File: src/rtl/uart_rx_pkg.sv
// uart_rx_pkg
//   Shared definitions for the UART receive controller: FSM state
//   encodings and parity-type constants.
package uart_rx_pkg;

    typedef enum logic [2:0] {
        IDLE   = 3'd0,
        START  = 3'd1,
        DATA   = 3'd2,
        PARITY = 3'd3,
        STOP   = 3'd4,
        VALID  = 3'd5
    } rx_state_e;

    localparam logic PAR_EVEN = 1'b0;
    localparam logic PAR_ODD  = 1'b1;

endpackage

File: src/rtl/uart_rx_ctrl_if.sv
// uart_rx_ctrl_if
//   Bundle for the UART receive controller.
//   Towards the receiver: RX_IN (serial line), Prescale, PAR_EN, PAR_TYP, STOP2.
//   From the receiver:    P_DATA, data_valid, strt_glitch, par_err, stp_err.
//   master = line/config driver side, slave = receiver side.
interface uart_rx_ctrl_if #(
    parameter int DATA_WIDTH = 8,
    parameter int PRESC_W    = 6
);
    logic                  RX_IN;
    logic [PRESC_W-1:0]    Prescale;
    logic                  PAR_EN;
    logic                  PAR_TYP;
    logic                  STOP2;
    logic [DATA_WIDTH-1:0] P_DATA;
    logic                  data_valid;
    logic                  strt_glitch;
    logic                  par_err;
    logic                  stp_err;

    modport master (
        output RX_IN, Prescale, PAR_EN, PAR_TYP, STOP2,
        input  P_DATA, data_valid, strt_glitch, par_err, stp_err
    );

    modport slave (
        input  RX_IN, Prescale, PAR_EN, PAR_TYP, STOP2,
        output P_DATA, data_valid, strt_glitch, par_err, stp_err
    );
endinterface

File: src/rtl/uart_rx_sampler.sv
// uart_rx_sampler
//   Per-bit edge counter and 3-sample majority voter.
//   CLK, RST     : clock, synchronous active-high reset
//   en           : count enable; counter is held at 0 while low
//   prescale     : CLK cycles per bit (latched copy from the controller)
//   rx_in        : synchronised serial line
//   sampled_bit  : majority of the samples at prescale/2-1, /2, /2+1
//   bit_end      : high while the edge counter sits at prescale-1
module uart_rx_sampler #(
    parameter int PRESC_W = 6
) (
    input  logic               CLK,
    input  logic               RST,
    input  logic               en,
    input  logic [PRESC_W-1:0] prescale,
    input  logic               rx_in,
    output logic               sampled_bit,
    output logic               bit_end
);
    localparam logic [PRESC_W-1:0] ONE = PRESC_W'(1);

    logic [PRESC_W-1:0] edge_cnt;
    logic [PRESC_W-1:0] half;
    logic [PRESC_W-1:0] last;
    logic [1:0]         smp;

    assign half    = prescale >> 1;
    assign last    = prescale - ONE;
    assign bit_end = en && (edge_cnt == last);

    // Holding the counter at 0 whenever disabled, and wrapping it at the bit
    // end where every state change happens, gives the clear-on-entry behaviour.
    always_ff @(posedge CLK) begin
        if (RST || !en) begin
            edge_cnt <= '0;
        end else if (edge_cnt == last) begin
            edge_cnt <= '0;
        end else begin
            edge_cnt <= edge_cnt + ONE;
        end
    end

    always_ff @(posedge CLK) begin
        if (RST) begin
            smp         <= '0;
            sampled_bit <= 1'b0;
        end else if (en) begin
            if (edge_cnt == half - ONE) smp[0] <= rx_in;
            if (edge_cnt == half)       smp[1] <= rx_in;
            // Third sample is taken live and voted in the same cycle.
            if (edge_cnt == half + ONE) begin
                sampled_bit <= (smp[0] & smp[1]) | (smp[0] & rx_in) | (smp[1] & rx_in);
            end
        end
    end
endmodule

File: src/rtl/uart_rx_ctrl.sv
// uart_rx_ctrl
//   UART receive controller: start detect, data shift-in, optional parity,
//   one or two stop bits, registered result and error pulses.
//   CLK  : clock
//   RST  : synchronous active-high reset
//   bus  : uart_rx_ctrl_if.slave
//          in : RX_IN, Prescale, PAR_EN, PAR_TYP, STOP2
//          out: P_DATA, data_valid, strt_glitch, par_err, stp_err (all registered)
module uart_rx_ctrl
    import uart_rx_pkg::*;
#(
    parameter int DATA_WIDTH = 8,
    parameter int PRESC_W    = 6
) (
    input  logic           CLK,
    input  logic           RST,
    uart_rx_ctrl_if.slave  bus
);
    localparam int BCW = $clog2(DATA_WIDTH + 1);
    localparam logic [BCW-1:0] LAST_BIT = BCW'(DATA_WIDTH - 1);
    localparam logic [BCW-1:0] BC_ONE   = BCW'(1);

    rx_state_e             state;
    logic [PRESC_W-1:0]    presc_q;
    logic                  par_en_q;
    logic                  par_typ_q;
    logic                  stop2_q;
    logic [BCW-1:0]        bit_cnt;
    logic [DATA_WIDTH-1:0] shift_q;
    logic                  smp_en;
    logic                  smp_bit;
    logic                  bit_end;
    logic                  exp_par;

    assign smp_en  = (state != IDLE) && (state != VALID);
    assign exp_par = (^shift_q) ^ (par_typ_q == PAR_ODD);

    uart_rx_sampler #(
        .PRESC_W(PRESC_W)
    ) u_sampler (
        .CLK         (CLK),
        .RST         (RST),
        .en          (smp_en),
        .prescale    (presc_q),
        .rx_in       (bus.RX_IN),
        .sampled_bit (smp_bit),
        .bit_end     (bit_end)
    );

    always_ff @(posedge CLK) begin
        if (RST) begin
            state           <= IDLE;
            presc_q         <= '0;
            par_en_q        <= 1'b0;
            par_typ_q       <= PAR_EVEN;
            stop2_q         <= 1'b0;
            bit_cnt         <= '0;
            shift_q         <= '0;
            bus.P_DATA      <= '0;
            bus.data_valid  <= 1'b0;
            bus.strt_glitch <= 1'b0;
            bus.par_err     <= 1'b0;
            bus.stp_err     <= 1'b0;
        end else begin
            bus.data_valid  <= 1'b0;
            bus.strt_glitch <= 1'b0;
            bus.par_err     <= 1'b0;
            bus.stp_err     <= 1'b0;

            case (state)
                IDLE: begin
                    bit_cnt <= '0;
                    if (!bus.RX_IN) begin
                        presc_q   <= bus.Prescale;
                        par_en_q  <= bus.PAR_EN;
                        par_typ_q <= bus.PAR_TYP;
                        stop2_q   <= bus.STOP2;
                        state     <= START;
                    end
                end
                START: begin
                    if (bit_end) begin
                        if (!smp_bit) begin
                            state <= DATA;
                        end else begin
                            bus.strt_glitch <= 1'b1;
                            state           <= IDLE;
                        end
                    end
                end
                DATA: begin
                    if (bit_end) begin
                        shift_q <= {smp_bit, shift_q[DATA_WIDTH-1:1]};
                        if (bit_cnt == LAST_BIT) begin
                            bit_cnt <= '0;
                            state   <= par_en_q ? PARITY : STOP;
                        end else begin
                            bit_cnt <= bit_cnt + BC_ONE;
                        end
                    end
                end
                PARITY: begin
                    if (bit_end) begin
                        if (smp_bit != exp_par) begin
                            bus.par_err <= 1'b1;
                            state       <= IDLE;
                        end else begin
                            state <= STOP;
                        end
                    end
                end
                STOP: begin
                    // bit_cnt is reused here as the stop-bit index.
                    if (bit_end) begin
                        if (!smp_bit) begin
                            bus.stp_err <= 1'b1;
                            state       <= IDLE;
                        end else if (stop2_q && (bit_cnt == '0)) begin
                            bit_cnt <= BC_ONE;
                        end else begin
                            bit_cnt        <= '0;
                            bus.P_DATA     <= shift_q;
                            bus.data_valid <= 1'b1;
                            state          <= VALID;
                        end
                    end
                end
                VALID: begin
                    state <= IDLE;
                end
                default: begin
                    state <= IDLE;
                end
            endcase
        end
    end
endmodule

File: src/flat_wrapper.sv
// flat-port wrapper written by rule: the top's interface ports become plain ports
module uart_rx_ctrl_flat import uart_rx_pkg::*;
#(
    parameter int DATA_WIDTH = 8,
    parameter int PRESC_W    = 6
)
  (CLK, RST, bus_RX_IN, bus_Prescale, bus_PAR_EN, bus_PAR_TYP, bus_STOP2, bus_P_DATA, bus_data_valid, bus_strt_glitch, bus_par_err, bus_stp_err);
  uart_rx_ctrl_if #(.DATA_WIDTH(DATA_WIDTH), .PRESC_W(PRESC_W)) bus_i ();
  input  logic CLK;
  input  logic RST;
  input wire logic [$bits(bus_i.RX_IN)-1:0] bus_RX_IN;
  input wire logic [$bits(bus_i.Prescale)-1:0] bus_Prescale;
  input wire logic [$bits(bus_i.PAR_EN)-1:0] bus_PAR_EN;
  input wire logic [$bits(bus_i.PAR_TYP)-1:0] bus_PAR_TYP;
  input wire logic [$bits(bus_i.STOP2)-1:0] bus_STOP2;
  output wire logic [$bits(bus_i.P_DATA)-1:0] bus_P_DATA;
  output wire logic [$bits(bus_i.data_valid)-1:0] bus_data_valid;
  output wire logic [$bits(bus_i.strt_glitch)-1:0] bus_strt_glitch;
  output wire logic [$bits(bus_i.par_err)-1:0] bus_par_err;
  output wire logic [$bits(bus_i.stp_err)-1:0] bus_stp_err;
  assign bus_i.RX_IN = bus_RX_IN;
  assign bus_i.Prescale = bus_Prescale;
  assign bus_i.PAR_EN = bus_PAR_EN;
  assign bus_i.PAR_TYP = bus_PAR_TYP;
  assign bus_i.STOP2 = bus_STOP2;
  assign bus_P_DATA = bus_i.P_DATA;
  assign bus_data_valid = bus_i.data_valid;
  assign bus_strt_glitch = bus_i.strt_glitch;
  assign bus_par_err = bus_i.par_err;
  assign bus_stp_err = bus_i.stp_err;
  uart_rx_ctrl #(.DATA_WIDTH(DATA_WIDTH), .PRESC_W(PRESC_W)) u_core (.CLK(CLK), .RST(RST), .bus(bus_i));
endmodule
File: config.mk
export PLATFORM = sky130hd
export DESIGN_NAME = uart_rx_ctrl_flat
export DESIGN_NICKNAME = d
export VERILOG_FILES = /design/src/rtl/uart_rx_pkg.sv /design/src/rtl/uart_rx_ctrl_if.sv /design/src/rtl/uart_rx_sampler.sv /design/src/rtl/uart_rx_ctrl.sv /design/src/flat_wrapper.sv
export SDC_FILE = /design/constraint.sdc
export NUM_CORES = 1
export LEC_CHECK = 0
export ABC_AREA = 0
export CORE_MARGIN = 3
export CORE_UTILIZATION = 40
export DETAILED_ROUTE_END_ITERATION = 8
export SYNTH_ARGS = -nofsm -noshare
export SYNTH_HDL_FRONTEND = slang
export SYNTH_SLANG_ARGS = --single-unit
File: constraint.sdc
create_clock -name CLK -period 3.07 [get_ports CLK]
set_clock_uncertainty 0.1 [all_clocks]
set_input_delay 0.7675 -clock CLK [delete_from_list [all_inputs] [get_ports CLK]]
set_output_delay 0.7675 -clock CLK [all_outputs]
set_load 0.1 [all_outputs]
## After elaboration in Yosys (flattened, before gate mapping)

Index checks and enable logic that the tools add are counted.

- Register bits: 45
- Latch bits: 0
- RAM bits: 0
- ROM bits: 0
- Input bits: 12
- Output and inout port bits: 12
- Word-level logic and storage cells: 98
- Memories kept: 0

- Add/subtract/negate cells: 5
- $mul: 0
- Divide/modulo/power cells: 0
- Magnitude comparators: 0
- Eq/ne operators: 19
- Shifts and indexed selects: 0
- Mux-type cells: 22
- Bitwise operators: 13
- Reductions and logical operators: 23

Operators with widths:

| kind | number |
|---|---|
| 2-to-1 mux 3 bit | 10 |
| equality test 6 bit | 3 |
| 2-to-1 mux 4 bit | 4 |
| one-hot mux 3 bit (5 select lines) | 1 |
| one-hot mux 4 bit (3 select lines) | 1 |
| != test 2 x 1 -> 1 bit (second input constant) | 5 |
| AND reduction 2 bit | 5 |
| OR reduction 3 bit | 3 |
| AND reduction 4 bit | 2 |
| parity 8 bit | 1 |
| inverter 1 bit | 7 |
| AND reduction 7 bit | 1 |
| adder 5 x 1 -> 6 bit (second input constant) | 1 |
| adder 6 x 1 -> 6 bit (second input constant) | 1 |
| equality test 3 x 2 -> 1 bit (second input constant) | 2 |
| equality test 6 x 5 -> 1 bit | 1 |
| != test 3 bit (second input constant) | 2 |
| nonzero test 3 bit | 2 |
| subtractor 5 x 1 -> 6 bit (second input constant) | 1 |
| subtractor 6 x 1 -> 6 bit (second input constant) | 1 |
| 2-to-1 mux 1 bit | 5 |
| adder 4 x 1 -> 4 bit (second input constant) | 1 |
| equality test 4 x 3 -> 1 bit (second input constant) | 1 |
| logical NOT 4 bit | 1 |
| 14 further kinds | 20 |

## Logic depth before layout (Yosys ltp)

- Depth in word-level cells: 6
- Depth in mapped cells: 10
- Gate-level depth less buffers: 8

## Cells and area by module

A second synthesis with hierarchy kept.

- Cell total of the unflattened synthesis: 290
- Area total of the unflattened synthesis: 2462.4 um^2

By module, submodules not included:

| module | instances | cells each | area each (um^2) |
|---|---|---|---|
| uart_rx_ctrl | 1 | 187 | 1625.3 |
| uart_rx_sampler | 1 | 103 | 837.1 |

## Least setup slack after synthesis

Ideal clock, no wire load.

- Path kind: register to register
- Start point: register u_core.presc_q[1]
- End point: register u_core.bit_cnt[3]
- Library setup time: 0.096 ns
- Arrival: 2.203 ns
- Data required time: 2.874 ns
- Path slack: 0.671 ns
- Cell stages (with the launch flop): 9
- Path buffers: 0
- Period minus slack after synthesis: 2.399 ns
- Cell sequence: dfxtp_1 -> inv_1 -> ha_1 -> o21ba_1 -> a221oi_2 -> a41oi_2 -> o31a_1 -> or2_4 -> o41ai_2

- Cells in the longest elaborated chain, start to end: 5
- Elaborated cells between the ends (all ways): 6

RTL lines:

| item | RTL line | source |
|---|---|---|
| start, declared | uart_rx_ctrl.sv:24 | `logic [PRESC_W-1:0] presc_q;` |
| start signal, assigned | uart_rx_ctrl.sv:74 | `presc_q <= bus.Prescale;` |
| subtractor 6 x 1 -> 6 bit * | uart_rx_sampler.sv:28 | `assign last = prescale - ONE;` |
| equality test 6 bit * | uart_rx_sampler.sv:29 | `assign bit_end = en && (edge_cnt == last);` |
| logical AND 1 bit * | uart_rx_sampler.sv:29 |  |
| != test 2 x 1 -> 1 bit (no source line) | - |  |
| AND reduction 4 bit (no source line) * | - |  |
| end signal, assigned | uart_rx_ctrl.sv:98 | `bit_cnt <= bit_cnt + BC_ONE;` |
| end, declared | uart_rx_ctrl.sv:28 | `logic [BCW-1:0] bit_cnt;` |

Mark *: on every way between the ends. The rest lies on a longest branch, timed or not.
A chain may end at the register's enable or synchronous reset.

## Worst setup path in the final report

Same ends and word-level chain as after synthesis.

==> results.txt <==
----------------------------------------------------
[Routing]
  DRC Markers ... 0
  Routed vias/inst ... 5.449
  Routed via count ... 2125
  Routed Wire Length ... 5619 um
  Antenna Nets Post-Route ... 0
  Number of DRC markers after the initial detailed-route iteration ... 192
  Iteration count of the initial detailed-routing pass ... 5
  Detail-routed net length per standard cell ... 14.41 um

[Timing]
  Total Negative Setup Slacks ... 0 ns
  Max-slew violations ... 0
  Clock period minus final worst setup slack ... 2.702 ns
  Transition at the pin with the smallest max-transition slack ... 0.6071 ns
  WHS ... 0.3806 ns
  Setup repair after global routing missed its margin ... no
  Count of final hold-check violations ... 0
  Final worst path period share ... 88.01%
  Achievable frequency ... 370.1 MHz
  Finish-stage setup viols ... 0
  Worst slew margin ... 58.48%

[Yosys]
  Syn Inst Count ... 294
  Synth async-reset ratio ... 0%
  Biggest area consumer among synthesized cells ... sky130_fd_sc_hd__dfxtp_1
  Netlist Area Pre-Place ... 2535 sq um
  Top cells by area, synth ... sky130_fd_sc_hd__dfxtp_1, sky130_fd_sc_hd__mux2i_1, sky130_fd_sc_hd__xnor2_1
  Area fraction of the dominant cell type after synthesis ... 35.54%
  Synthesis-stage register bit count ... 45
  Count of distinct cell types in the synthesized netlist ... 58
  Number of synthesized flops with an enable pin ... 0
  Leading register cell type out of synthesis ... sky130_fd_sc_hd__dfxtp_1
  Net count after synthesis ... 313
  Mean instance size in the synthesized netlist ... 8.622 sq um
  Proportion of synthesized chip area in sequential cells ... 35.54%
  Yosys warning total ... 0

[Die]
  Total die area ... 7328 sq um
  I/O pin count ... 24
  Initial core utilization ... 42.07%
  Die width ... 85.61 um
  Die outline height ... 85.61 um
  Row cnt ... 28
  Floorplan core area ... 6026 sq um

[Final layout]
  Area of all placed cells without fillers ... 2904 sq um
  Synth-to-Final Area Change ... 14.56%
  Highest-count cells in the layout ignoring fill and taps ... sky130_fd_sc_hd__dfxtp_1, sky130_fd_sc_hd__nor2_1, sky130_fd_sc_hd__nand2_1, sky130_fd_sc_hd__buf_4
  Number of fill cells in the layout ... 594
  Multi-input combinational cell area ... 1495 sq um
  Most frequent standard cell in the layout excluding fill and tap cells ... sky130_fd_sc_hd__dfxtp_1
  Total inserted antenna cells ... 0
  Area used by sequential logic in the layout ... 900.9 sq um
  Layout cells sized above 1 ... 14.29%
  Final Net Count ... 333

[Global routing]
  Top Usage Layer GRT ... met2
  Vias in the first global route ... 1986
  Total congestion overflow ... 0
  Initial antenna violation count ... 0
  Largest net degree at the start of global routing ... 18
  Overall track demand over capacity in global routing ... 16.09%
  Global-route track usage on met1 ... 22.29%
  Global-route met2 utilization ... 24.65%
  Global-route track usage on met3 ... 3.554%
  Global-route wire length before repair ... 9459 um

[Setup path]
  FF-to-FF End ... u_core.bit_cnt[3]$_SDFFE_PP0P_
  Worst reg2reg path startpoint ... u_core.presc_q[1]$_SDFFE_PP0P_
  Highest fanout seen on the critical path ... 8
  Worst setup path category ... flop to flop
  Worst-case register-to-register setup slack ... 0.37 ns
  CP startpoint kind ... flop
  Worst path arrival time ... 2.82 ns
  Required time of the worst setup path ... 3.18 ns
  Kind of end point of the critical path ... flop
  Length in cells of the worst reg-to-reg path ... 8

[Hold path]
  Hold WC Path Type ... flop to flop
  Hold-critical path depth ... 2
  Hold Startpoint ... u_core.stop2_q$_SDFFE_PP0P_
  WHS Endpoint ... u_core.stop2_q$_SDFFE_PP0P_

[CTS]
  Clock slew at the register clock pins of the worst setup and hold paths ... 0.10 ns
  Number of clock buffers inserted by TritonCTS ... 5
  Clk_lat worst skew ... 0.31 ns
  Worst-case clock buffer depth ... 2
  Count of clock tree sinks ... 45
  TritonCTS clock tree ... yes
  Number of cells upsized or downsized after cts ... 0
  H-tree depth ... 2
  Cell chosen for the clock root ... sky130_fd_sc_hd__clkbuf_8
  Hold-fix buffers at CTS ... 0
  Post-CTS Setup Inserts ... 0

[Placed design]
  Area after detailed placement ... 2788 sq um
  Number of port buffers ... 23
  Half-perimeter wire length after detailed placement ... 4151 um
  Final estimated routing congestion in global placement ... 0.8813

[Pwr]
  Max rail drop VDD ... 328.0 uV
  PwrDens ... 687.8 nW/um^2
  Static leakage ... 1.086 nW
  Total power draw ... 1.998 mW

[Status]
  Result of the run ... completed

[Job]
  Max_cap viols ... 0

----------------------------------------------------
[report_power, final]
group | switching [mW] | internal [mW]
logic | 0.419 | 0.326
registers | 0.131 | 0.645
clock network | 0.228 | 0.249
total | 0.778 | 1.22
[worst max-delay path: stages (launching register included)]
cell and delay, ns:
sky130_fd_sc_hd__dfxtp_1 0.49, sky130_fd_sc_hd__inv_1 0.13, sky130_fd_sc_hd__ha_1 0.26, sky130_fd_sc_hd__o21ba_1 0.20, sky130_fd_sc_hd__a221oi_2 0.29, sky130_fd_sc_hd__a41oi_2 0.16, sky130_fd_sc_hd__o31a_1 0.45, sky130_fd_sc_hd__or2_4 0.26
sky130_fd_sc_hd__o41ai_2 0.25
[area by class of cell]
type / count / area share [%]
clock buffer: 5 / 2.370
clock inverter: 3 / 1.637
inverter: 12 / 1.551
multi-input combinational: 220 / 51.49
sequential: 45 / 31.02
tap: 75 / 3.231
timing repair buffer: 30 / 8.703
[stage by stage]
| stage | utilization [%] | cells | setup slack, ns |
|---|---|---|---|
| 2_1_floorplan | - | 294 | 0.6711 |
| 3_3_place_gp | 46.26 | 382 | 0.4213 |
| 3_5_place_dp | 46.26 | 382 | 0.3992 |
| 4_1_cts | 48.19 | 390 | 0.3659 |
| 5_1_grt | 48.19 | 390 | 0.1817 |
| 6_report | 48.19 | 390 | 0.3680 |
[state kept, by name (all words and copies together), names as in the netlist, 2 cells and up]
signal                     flops
u_core.state                   3
u_core.shift_q                 8
u_core.u_sampler.smp           2
u_core.u_sampler.edge_cnt      6
u_core.bus.P_DATA              8
u_core.bit_cnt                 4
u_core.presc_q                 6
[cell usage after synthesis (2+ instances only)]
cell and instances:
sky130_fd_sc_hd__dfxtp_1 45, sky130_fd_sc_hd__nor2_1 36, sky130_fd_sc_hd__nand2_1 31, sky130_fd_sc_hd__mux2i_1 18, sky130_fd_sc_hd__xnor2_1 18, sky130_fd_sc_hd__a21oi_1 16, sky130_fd_sc_hd__inv_1 12, sky130_fd_sc_hd__clkbuf_1 10
sky130_fd_sc_hd__nor3_1 10, sky130_fd_sc_hd__o21ai_0 10, sky130_fd_sc_hd__xor2_1 10, sky130_fd_sc_hd__ha_1 7, sky130_fd_sc_hd__nand3_1 7, sky130_fd_sc_hd__a31oi_1 4, sky130_fd_sc_hd__buf_6 4, sky130_fd_sc_hd__nand2b_1 3
sky130_fd_sc_hd__nand4_1 3, sky130_fd_sc_hd__nor4_1 3, sky130_fd_sc_hd__and3_1 2, sky130_fd_sc_hd__and3_2 2, sky130_fd_sc_hd__buf_2 2, sky130_fd_sc_hd__nor3_4 2, sky130_fd_sc_hd__o211ai_1 2, sky130_fd_sc_hd__o221ai_1 2
sky130_fd_sc_hd__or2_2 2
[metal layers]
metal / share of wire [%] / routed length (um)
met5: 0 / 0
met4: 1.2 / 68
met3: 5.8 / 326
met2: 43 / 2442
met1: 50 / 2782
[cells by family after synthesis]
kind of cell    Yosys count  synth area share, %
simple gates            111                21.57
xor+xnor                 29                10.56
fa+ha+maj                 7                3.455
compound gates           55                16.04
mux                      18                7.107
buf+inv                  29                5.726
flops                    45                35.54
[worst max path at each step]
stage	slack, ns	startpoint	endpoint
after floorplan	0.67	u_core.presc_q[1]$_SDFFE_PP0P_	u_core.bit_cnt[3]$_SDFFE_PP0P_
after detailed placement	0.40	u_core.presc_q[1]$_SDFFE_PP0P_	u_core.bit_cnt[3]$_SDFFE_PP0P_
final	0.37	u_core.presc_q[1]$_SDFFE_PP0P_	u_core.bit_cnt[3]$_SDFFE_PP0P_
after global routing	0.18	u_core.presc_q[1]$_SDFFE_PP0P_	u_core.bit_cnt[3]$_SDFFE_PP0P_
after global placement	0.42	u_core.presc_q[1]$_SDFFE_PP0P_	u_core.bit_cnt[3]$_SDFFE_PP0P_
after CTS	0.37	u_core.presc_q[1]$_SDFFE_PP0P_	u_core.bit_cnt[3]$_SDFFE_PP0P_
(Power assumes the default switching activity.)
